## src/rtl/aes_pkg.sv

```systemverilog
// aes_pkg: shared AES round-key controller types and constants
// Holds the controller state enum, round-key count, round index width and round-key type.
package aes_pkg;
  localparam int AES128_NUM_RK = 11;
  localparam int AES_RK_IDX_W = 4;
  typedef logic [127:0] aes_rk_t;
  typedef enum logic [1:0] {IDLE, LOAD, EXPAND, READY} aes_state_e;
endpackage

```

## src/rtl/aes_round_key_ctrl_if.sv

```systemverilog
// aes_round_key_ctrl_if: round-key read bus between the cipher cores and the key controller
// master: cores drive enc/dec req+round, receive grants and the registered rk_* response.
// slave: key controller side.
interface aes_round_key_ctrl_if #(parameter int KEY_W = 128);
  import aes_pkg::*;
  logic enc_req;
  logic dec_req;
  logic [AES_RK_IDX_W-1:0] enc_round;
  logic [AES_RK_IDX_W-1:0] dec_round;
  logic enc_gnt;
  logic dec_gnt;
  logic rk_valid;
  logic rk_owner;
  logic rk_err;
  logic [KEY_W-1:0] rk_data;
  modport master (
    output enc_req, enc_round, dec_req, dec_round,
    input  enc_gnt, dec_gnt, rk_valid, rk_owner, rk_err, rk_data
  );
  modport slave (
    input  enc_req, enc_round, dec_req, dec_round,
    output enc_gnt, dec_gnt, rk_valid, rk_owner, rk_err, rk_data
  );
endinterface

```

## src/rtl/aes_rk_arbiter.sv

```systemverilog
// aes_rk_arbiter: two-requester round-robin arbiter for round-key reads
// Ports: clk, reset_n (async active-low), enc_req/dec_req in, grant_en in, enc_gnt/dec_gnt out.
module aes_rk_arbiter (
  input  logic clk,
  input  logic reset_n,
  input  logic enc_req,
  input  logic dec_req,
  input  logic grant_en,
  output logic enc_gnt,
  output logic dec_gnt
);
  // last_enc_q set means enc won most recently, so dec wins the next tie; reset favours enc
  logic last_enc_q, last_enc_d;
  always_comb begin
    dec_gnt = grant_en && dec_req && (!enc_req || last_enc_q);
    enc_gnt = grant_en && enc_req && !dec_gnt;
    last_enc_d = enc_gnt ? 1'b1 : dec_gnt ? 1'b0 : last_enc_q;
  end
  always_ff @(posedge clk or negedge reset_n)
    if (!reset_n) last_enc_q <= 1'b0;
    else last_enc_q <= last_enc_d;
endmodule

```

## src/rtl/aes_round_key_ctrl.sv

```systemverilog
// aes_round_key_ctrl: sequences AES-128 key expansion into a local store and serves round-key reads
// Ports: clk, reset_n (async active-low); key_load/key_in request a new schedule; key_busy/key_valid
// status; ke_start/ke_short_key drive the expansion engine, ke_subkey/ke_rdy come back from it;
// rd (slave modport) carries enc/dec read requests, grants and the registered round-key response.
// Optional macro AES_KEY_ZEROIZE_EN adds key_clear, which wipes the store and key and returns to IDLE.
module aes_round_key_ctrl
  import aes_pkg::*;
#(
  parameter int KEY_W = 128,
  parameter int NUM_RK = AES128_NUM_RK
) (
  input  logic clk,
  input  logic reset_n,
`ifdef AES_KEY_ZEROIZE_EN
  input  logic key_clear,
`endif
  input  logic key_load,
  input  logic [KEY_W-1:0] key_in,
  output logic key_busy,
  output logic key_valid,
  output logic ke_start,
  output logic [KEY_W-1:0] ke_short_key,
  input  logic [KEY_W-1:0] ke_subkey,
  input  logic ke_rdy,
  aes_round_key_ctrl_if.slave rd
);
  localparam logic [AES_RK_IDX_W-1:0] LAST_RK = AES_RK_IDX_W'(NUM_RK - 1);
  aes_state_e state_q, state_d;
  logic [AES_RK_IDX_W-1:0] rc_q, rc_d, rd_idx;
  logic [KEY_W-1:0] key_q, key_d, rk_data_q, rk_data_d;
  logic [KEY_W-1:0] store_q [NUM_RK];
  logic [KEY_W-1:0] store_d [NUM_RK];
  logic rk_valid_q, rk_valid_d, rk_owner_q, rk_owner_d, rk_err_q, rk_err_d;
  logic grant_en, rd_bad;
  always_comb begin
    state_d = state_q;
    rc_d = rc_q;
    key_d = key_q;
    store_d = store_q;
    case (state_q)
      IDLE, READY: if (key_load) begin
        key_d = key_in;
        state_d = LOAD;
      end
      LOAD: begin
        store_d[0] = ke_subkey;
        rc_d = AES_RK_IDX_W'(1);
        state_d = EXPAND;
      end
      EXPAND: if (ke_rdy) begin
        store_d[rc_q] = ke_subkey;
        rc_d = rc_q + AES_RK_IDX_W'(1);
        if (rc_q == LAST_RK) state_d = READY;
      end
      default: state_d = IDLE;
    endcase
`ifdef AES_KEY_ZEROIZE_EN
    if (key_clear) begin
      state_d = IDLE;
      rc_d = '0;
      key_d = '0;
      store_d = '{default: '0};
    end
`endif
  end
  assign key_busy = (state_q == LOAD) || (state_q == EXPAND);
  assign key_valid = state_q == READY;
  assign ke_start = state_q == LOAD;
  assign ke_short_key = key_q;
  // a same-cycle reload (or wipe) pre-empts any read grant
`ifdef AES_KEY_ZEROIZE_EN
  assign grant_en = (state_q == READY) && !key_load && !key_clear;
`else
  assign grant_en = (state_q == READY) && !key_load;
`endif
  aes_rk_arbiter u_arb (
    .clk     (clk),
    .reset_n (reset_n),
    .enc_req (rd.enc_req),
    .dec_req (rd.dec_req),
    .grant_en(grant_en),
    .enc_gnt (rd.enc_gnt),
    .dec_gnt (rd.dec_gnt)
  );
  always_comb begin
    rd_idx = rd.dec_gnt ? rd.dec_round : rd.enc_round;
    rd_bad = rd_idx > LAST_RK;
    rk_valid_d = rd.enc_gnt || rd.dec_gnt;
    rk_owner_d = rd.dec_gnt;
    rk_err_d = rk_valid_d && rd_bad;
    rk_data_d = (rk_valid_d && !rd_bad) ? store_q[rd_idx] : '0;
  end
  always_ff @(posedge clk or negedge reset_n)
    if (!reset_n) begin
      state_q <= IDLE;
      rc_q <= '0;
      key_q <= '0;
      store_q <= '{default: '0};
      rk_valid_q <= 1'b0;
      rk_owner_q <= 1'b0;
      rk_err_q <= 1'b0;
      rk_data_q <= '0;
    end else begin
      state_q <= state_d;
      rc_q <= rc_d;
      key_q <= key_d;
      store_q <= store_d;
      rk_valid_q <= rk_valid_d;
      rk_owner_q <= rk_owner_d;
      rk_err_q <= rk_err_d;
      rk_data_q <= rk_data_d;
    end
  assign rd.rk_valid = rk_valid_q;
  assign rd.rk_owner = rk_owner_q;
  assign rd.rk_err = rk_err_q;
  assign rd.rk_data = rk_data_q;
endmodule
```

## src/flat_wrapper.sv

```systemverilog
// flat-port wrapper written by rule: the top's interface ports become plain ports
module aes_round_key_ctrl_flat import aes_pkg::*;
#(
  parameter int KEY_W = 128,
  parameter int NUM_RK = AES128_NUM_RK
)
  (clk, reset_n, key_load, key_in, key_busy, key_valid, ke_start, ke_short_key, ke_subkey, ke_rdy, rd_enc_req, rd_enc_round, rd_dec_req, rd_dec_round, rd_enc_gnt, rd_dec_gnt, rd_rk_valid, rd_rk_owner, rd_rk_err, rd_rk_data);
  aes_round_key_ctrl_if #(.KEY_W(KEY_W)) rd_i ();
  input  logic clk;
  input  logic reset_n;
  input  logic key_load;
  input  logic [KEY_W-1:0] key_in;
  output logic key_busy;
  output logic key_valid;
  output logic ke_start;
  output logic [KEY_W-1:0] ke_short_key;
  input  logic [KEY_W-1:0] ke_subkey;
  input  logic ke_rdy;
  input wire logic [$bits(rd_i.enc_req)-1:0] rd_enc_req;
  input wire logic [$bits(rd_i.enc_round)-1:0] rd_enc_round;
  input wire logic [$bits(rd_i.dec_req)-1:0] rd_dec_req;
  input wire logic [$bits(rd_i.dec_round)-1:0] rd_dec_round;
  output wire logic [$bits(rd_i.enc_gnt)-1:0] rd_enc_gnt;
  output wire logic [$bits(rd_i.dec_gnt)-1:0] rd_dec_gnt;
  output wire logic [$bits(rd_i.rk_valid)-1:0] rd_rk_valid;
  output wire logic [$bits(rd_i.rk_owner)-1:0] rd_rk_owner;
  output wire logic [$bits(rd_i.rk_err)-1:0] rd_rk_err;
  output wire logic [$bits(rd_i.rk_data)-1:0] rd_rk_data;
  assign rd_i.enc_req = rd_enc_req;
  assign rd_i.enc_round = rd_enc_round;
  assign rd_i.dec_req = rd_dec_req;
  assign rd_i.dec_round = rd_dec_round;
  assign rd_enc_gnt = rd_i.enc_gnt;
  assign rd_dec_gnt = rd_i.dec_gnt;
  assign rd_rk_valid = rd_i.rk_valid;
  assign rd_rk_owner = rd_i.rk_owner;
  assign rd_rk_err = rd_i.rk_err;
  assign rd_rk_data = rd_i.rk_data;
  aes_round_key_ctrl #(.KEY_W(KEY_W), .NUM_RK(NUM_RK)) u_core (.clk(clk), .reset_n(reset_n), .key_load(key_load), .key_in(key_in), .key_busy(key_busy), .key_valid(key_valid), .ke_start(ke_start), .ke_short_key(ke_short_key), .ke_subkey(ke_subkey), .ke_rdy(ke_rdy), .rd(rd_i));
endmodule
```

## config.mk

```make
export PLATFORM = sky130hd
export DESIGN_NAME = aes_round_key_ctrl_flat
export DESIGN_NICKNAME = d
export VERILOG_FILES = /design/src/rtl/aes_pkg.sv /design/src/rtl/aes_round_key_ctrl_if.sv /design/src/rtl/aes_rk_arbiter.sv /design/src/rtl/aes_round_key_ctrl.sv /design/src/flat_wrapper.sv
export SDC_FILE = /design/constraint.sdc
export NUM_CORES = 2
export LEC_CHECK = 0
export ABC_CLOCK_PERIOD_IN_PS = 2300
export CORE_ASPECT_RATIO = 1.2
export CORE_UTILIZATION = 45
export DETAILED_ROUTE_END_ITERATION = 8
export PLACE_DENSITY = 0.63
export SYNTH_ARGS = -nofsm -noshare
export SYNTH_HDL_FRONTEND = slang
export SYNTH_SLANG_ARGS = --single-unit
```

## constraint.sdc

```tcl
create_clock -name clk -period 2.3 [get_ports clk]
set_clock_uncertainty 0.05 [all_clocks]
set_input_delay 0.575 -clock clk [delete_from_list [all_inputs] [get_ports clk]]
set_output_delay 0.575 -clock clk [all_outputs]
set_load 0.03 [all_outputs]
```

### Yosys cells after proc, flatten, opt, wreduce, memory -nomap -nowiden

Index checks and enable logic that the tools add are counted.
Widths: inputs -> output; s select.

* $add $sub $neg: 1
* mux-type cells: 18
* reduce and logical (&&, ||, !) cells: 23
* $lt $le $gt $ge: 4
* bitwise gates (word level): 2
* equal/unequal tests: 7

Operators by type and width (number)
* $bwmux 1408: 1
* $mux 1408: 1
* $bmux 128 s4: 1
* $demux 128 s4: 1
* $mux 128: 4
* $pmux 128 s2: 1
* $ge 5x5->1 const B: 2
* $not 4->5: 2
* $logic_and 1x1->1: 8
* $mux 4: 2
* $pmux 4 s2: 1
* $mux 2: 3
* $pmux 2 s3: 1
* $reduce_and 2->1: 3
* $lt 5x1->1 const B: 1
* $add 4x1->4 const B: 1
* $eq 2x2->1 const B: 2
* $eq 4x4->1 const B: 1
* $gt 4x4->1 const B: 1
* $logic_not 1->1: 4
* $ne 2x2->1 const B: 2
* $reduce_bool 2->1: 2
* $logic_or 1x1->1: 3
* $reduce_and 3->1: 1
* 5 further kinds: 6

* bits in registers: 1674
* word-level logic and storage cells: 74
* output and inout port bits: 264
* input bits: 270

### Depth between registers and ports, before layout

* word-level depth: 10
* depth in mapped cells: 11
* depth with buffers taken out: 8

### Cells and area by module

Synthesis repeated with hierarchy kept, for this count alone.

* cell total of the unflattened synthesis: 4640
* area, all modules: 71865.2 um2

By module, submodules not included
* aes_round_key_ctrl: seq. area each 41865.2 um2, instances 1, cells an instance 4632, area each 71803.9 um2
* aes_rk_arbiter: seq. area each 25.0 um2, instances 1, cells an instance 8, area each 61.3 um2

### Worst setup path before layout

OpenSTA, ideal clock, no wires.

* kind: reg2reg
* start: register u_core.state_q[0]
* end: register u_core.rk_data_q[126] (netlist: u_core.rd.rk_data[126])
* required time: 2.108 ns
* arrival: 2.309 ns
* period minus slack after synthesis: 2.501 ns
* setup slack: -0.201 ns
* buffers on the path: 3
* library setup time: 0.142 ns
* stages on the path, launching flop included: 11
* path through: dfrtp_1 > ha_1 > and3b_1 > buf_6 > and3_4 > nor2_4 > buf_6 > buf_2 > mux2_1 > a22oi_1 > o32ai_1

* word-level cells in the longest chain between the ends: 10
* elaborated cells between the ends (all ways): 17
* classes of those cells: order compare (1); eq/ne (1); mux (5); bitwise (1); reduce/logical (9)

RTL lines
* start: declaration: line aes_round_key_ctrl.sv:28 `aes_state_e state_q, state_d;`
* start signal: assignment: line aes_round_key_ctrl.sv:104 `state_q <= state_d;`
* $eq 2x2->1 *
* net key_valid: line flat_wrapper.sv:14 `output logic key_valid;`
* $logic_and 1x1->1 *: line aes_round_key_ctrl.sv:74 `assign grant_en = (state_q == READY) && !key_load;`
* $logic_and 1x1->1 (2 in a row): line aes_rk_arbiter.sv:15 `dec_gnt = grant_en && dec_req && (!enc_req || last_enc_q);`
* $mux 4: line aes_round_key_ctrl.sv:86 `rd_idx = rd.dec_gnt ? rd.dec_round : rd.enc_round;`
* $not 4->5 (not written as such): line aes_round_key_ctrl.sv:91 `rk_data_d = (rk_valid_d && !rd_bad) ? store_q[rd_idx] : '0;`
* $bmux 128 s4: line aes_round_key_ctrl.sv:91
* $mux 128 (not written as such) (2 in a row): line aes_round_key_ctrl.sv:91
* $mux 128 *: line aes_round_key_ctrl.sv:91
* net u_core.rk_data_d[126]: line aes_round_key_ctrl.sv:30 `logic [KEY_W-1:0] key_q, key_d, rk_data_q, rk_data_d;`
* end signal: assignment: line aes_round_key_ctrl.sv:111 `rk_data_q <= rk_data_d;`
* end: declaration: line aes_round_key_ctrl.sv:30

Mark *: on every way through the listed nets, which the timed path passes. The rest lies on a longest branch. The select of a mux whose other input is x is not followed.
A chain may end at the register's enable or synchronous reset.

### Final worst setup path

* start: register u_core.state_q[1]
* end: output rd_dec_gnt

* word-level cells in the longest chain between the ends: 4

RTL lines
* $eq 2x2->1: line aes_round_key_ctrl.sv:74
* $logic_and 1x1->1: line aes_round_key_ctrl.sv:74
* $logic_and 1x1->1 (2 in a row): line aes_rk_arbiter.sv:15
* end: declaration: line flat_wrapper.sv:24 `output wire logic [$bits(rd_i.dec_gnt)-1:0] rd_dec_gnt;`

Every way passes these cells.

==> flow_summary.yaml <==
outcome:
  status: "complete, but fails checks"
  violations: "design-rule violations, negative setup slack"
synthesis:
  synth_xor_xnor_area_share_pct: 0.0223
  yosysWarnings: 0
  synth_fa_ha_area_share_pct: 0.128
  yosys.area.top_type: "dfrtp_1"
  synth_area_per_cell_um2: 12.7
  post_synth_num_cell_types: 54
  syn_inst: 6166
  ys_seq_elements: 1674
  synth_compound_area_share_pct: 11.6
  synth.top_cell.area_share_pct: 53.4
  ys.flop_type: "dfrtp_1"
  synth.mux.area_fraction_pct: 27.4
  synth_top_family_by_area: "multiplexers"
  synthTopCellsByArea: "dfrtp_1, mux2_2, o21ai_0"
  async_reset_ff_share_pct: 100
  synth.yosys.seq_area_share_pct: 53.4
  syn_nets: 6444
  synth_edf_count: 0
  synthesis.area_mm2: 0.0784
  synth-simple-area-share_pct: 3.45
timing:
  hold_viol: 0
  period_needed_ns: 2.98
  fin_crit_sh_pct: 129
  max_slew_margin_pct: 52.4
  worst_slack_ns: -0.677
  holdWs_ns: 0.217
  slew_violations: 0
  fmax_ghz: 0.336
  rsz0062_at_grt: "yes"
  worst_slew_pin_slew_ns: 0.712
  setup_viol: 133
run:
  max_cap_viol_count: 0
finish:
  fin_cells: 9509
  multi_input_area_mm2: 0.0371
  seqCellArea_mm2: 0.0419
  final_cell_mix: "mux2_2, dfrtp_1, buf_4"
  fin_nets: 7361
  syn_to_final_growth_pct: 35.2
  drive_gt1_share_pct: 49.4
  fin_util_pct: 61.4
  n_fill_cell: 13200
  layout_commonest_cell: "mux2_2"
  final_area_mm2: 0.106
place:
  numPortBuffers: 533
  dpl_cell_area_mm2: 0.0919
  place_hpwl_um: 170000
  dp.cells: 8935
  gp_congestion: 0.864
  place_ws_ns: -1.09
cts:
  clk_latency_ns: 0.86
  clock_sinks: 1674
  cts_tree: "done"
  cts_root_buffer: "clkbuf_16"
  htree_levels: 4
  cts_buffer_depth: 3
  clk_pin_slew_worst_paths_ns: 0.06
  numCtsBuffers: 177
die:
  dieWidth_um: 383
  rows: 167
  core_area_mm2: 0.173
  dieArea_mm2: 0.176
  io_pins: 534
  initial_core_util_pct: 45.4
  die_y_um: 459
worst_setup_path:
  crit_buf_inv: 5
  critPathMaxFanout: 4
  worst_path_max_delay_cell: "dfrtp_1"
  startpoint_type: "flip-flop"
  cp_data_arrival_time_ns: 2.35
  crit_type: "reg -> out"
  cp_common_cell: "buf_12"
  crit_chain: "ha_4 > and3b_2 > buf_12 > nand2_8 > inv_8 > buf_12 > buf_8 > buf_6"
  critPathRequiredTime_ns: 1.67
  max_stage_delay_ns: 0.42
  path_delay_family: "buffers and inverters"
  cp-end-kind: "output pin"
routing:
  drcViolationCount: 50
  num_vias: 59000
  drtIter0Drc: 4952
  wire_per_inst_um: 29.6
  dr.pass1.iters: 8
  via_per_inst: 6.20
  ant_nets: 0
  drt-total-wl_um: 281000
grt:
  antenna_found_initial: 30
  grt_first_pass_wirelength_um: 400000
  grt_max_degree: 108
  first_global_vias: 60600
  track_usage_pct: 30.1
  grt.overflow.total: 0
worst_hold_path:
  hold_class: "in -> async"
power_and_ir_drop:
  peakVddDrop_mv: 0.931
  p_leak_nw: 48.5
  power_density_mw_per_mm2: 1010
==> worst paths after layout <==
check                      slack, ns  depth (start not counted)                           startpoint                                  end
min in group clk                0.27                          2                           key_in[92]  u_core.ke_short_key[92]$_DFFE_PN0P_
setup reg to reg               -0.62                         14        u_core.state_q[0]$_DFFE_PN0P_     u_core.rd.rk_data[126]$_DFF_PN0_
max in group asynchronous       0.91                          3                              reset_n      u_core.store_q[322]$_DFFE_PN0P_
setup / recovery               -0.68                          8        u_core.state_q[1]$_DFFE_PN0P_                           rd_dec_gnt
hold reg to reg                 0.45                          1  u_core.ke_short_key[13]$_DFFE_PN0P_  u_core.ke_short_key[13]$_DFFE_PN0P_
hold / removal                  0.22                          2                              reset_n     u_core.rd.rk_data[123]$_DFF_PN0_
==> metal layers <==
| metal | vias up | global-route usage, % | part of all wire [%] |
|---|---|---|---|
| met3 | 557 | 6.66 | 7.7 |
| met4 | 30 | 11.5 | 3.8 |
| met5 | - | 0 | 0.064 |
| met1 | 31100 | 39.4 | 41 |
| li1 | 24900 | - | - |
| met2 | 2383 | 48.7 | 48 |
==> layout make-up <==
class,count,share of cell area (%)
diodes,12,0.0283
clock buffers,253,4.85
clock inverters,59,0.861
inverters,9,0.0460
multi-input cells,3791,35.0
flip-flops and latches,1674,39.5
well taps,2281,2.69
repair buffers,1430,17.0
==> cells by family (layout without fill, tap and decap cells) <==
group,after synthesis,in the layout
mux,1922,1922
flops,1674,1674
compound gates,1425,1425
buf+inv,702,1751
simple gates,433,434
fa+ha+maj,8,8
xor+xnor,2,2
other cells,0,12
==> per-stage QoR <==
step | total power [W] | TNS (ns)
detailed placement | 0.0722 | -571.42
global placement | 0.0714 | -566.18
finish | 0.107 | -68.19
CTS | 0.104 | -67.74
global route | 0.111 | -73.56
floorplan | 0.0589 | -2.86
==> where the power goes <==
part | internal (W) | switching (W) | leakage (nW) | total [W]
Sequential | 0.0368 | 0.00430 | 22.3 | 0.0411
Combinational | 0.0179 | 0.0179 | 23.2 | 0.0358
Clock | 0.0175 | 0.0125 | 2.97 | 0.0300
==> cell usage after synthesis, types with 2 or more instances <==
| cell | n |
|---|---|
| mux2_1 | 101 |
| dfrtp_1 | 1674 |
| o22a_1 | 127 |
| o221ai_1 | 127 |
| and3_1 | 3 |
| and2_1 | 2 |
| or4_1 | 127 |
| buf_6 | 9 |
| mux2i_1 | 128 |
| mux2_2 | 1692 |
| nand3_1 | 2 |
| nor2b_1 | 5 |
| o22ai_1 | 127 |
| clkbuf_1 | 358 |
| o21ai_0 | 326 |
| a22oi_1 | 128 |
| buf_4 | 9 |
| inv_1 | 8 |
| nand4_1 | 3 |
| or2b_1 | 9 |
| nand2b_1 | 121 |
| and3b_1 | 2 |
| nor3_1 | 131 |
| a211oi_1 | 127 |
| o21ai_1 | 61 |
| nand2_1 | 15 |
| ha_1 | 8 |
| a22o_1 | 2 |
| a31oi_1 | 128 |
| buf_1 | 19 |
| nor2_1 | 5 |
| buf_2 | 298 |
| xnor2_1 | 2 |
| a21oi_1 | 262 |
==> repair_timing <==
| item | CTS | global route |
|---|---|---|
| hold endpoints to repair | 248 | 0 |
| buffers inserted | 91 | 105 |
| gates cloned | 46 | 46 |
| endpoints found under the setup margin | 568 | 629 |
| pin swaps | 116 | 275 |
| hold buffers | 1 | 0 |
| gates resized for setup | 910 | 584 |
==> sequential cells by signal, indices dropped and copies added (netlist names) <==
name / count
u_core.store_q: 1408
u_core.ke_short_key: 128
u_core.rd.rk_data: 128
u_core.rc_q: 4
u_core.state_q: 2
u_core.rd.rk_err: 1
u_core.rd.rk_owner: 1
u_core.rd.rk_valid: 1
u_core.u_arb.last_enc_q: 1
No activity file was read; power rests on OpenSTA's default activity.
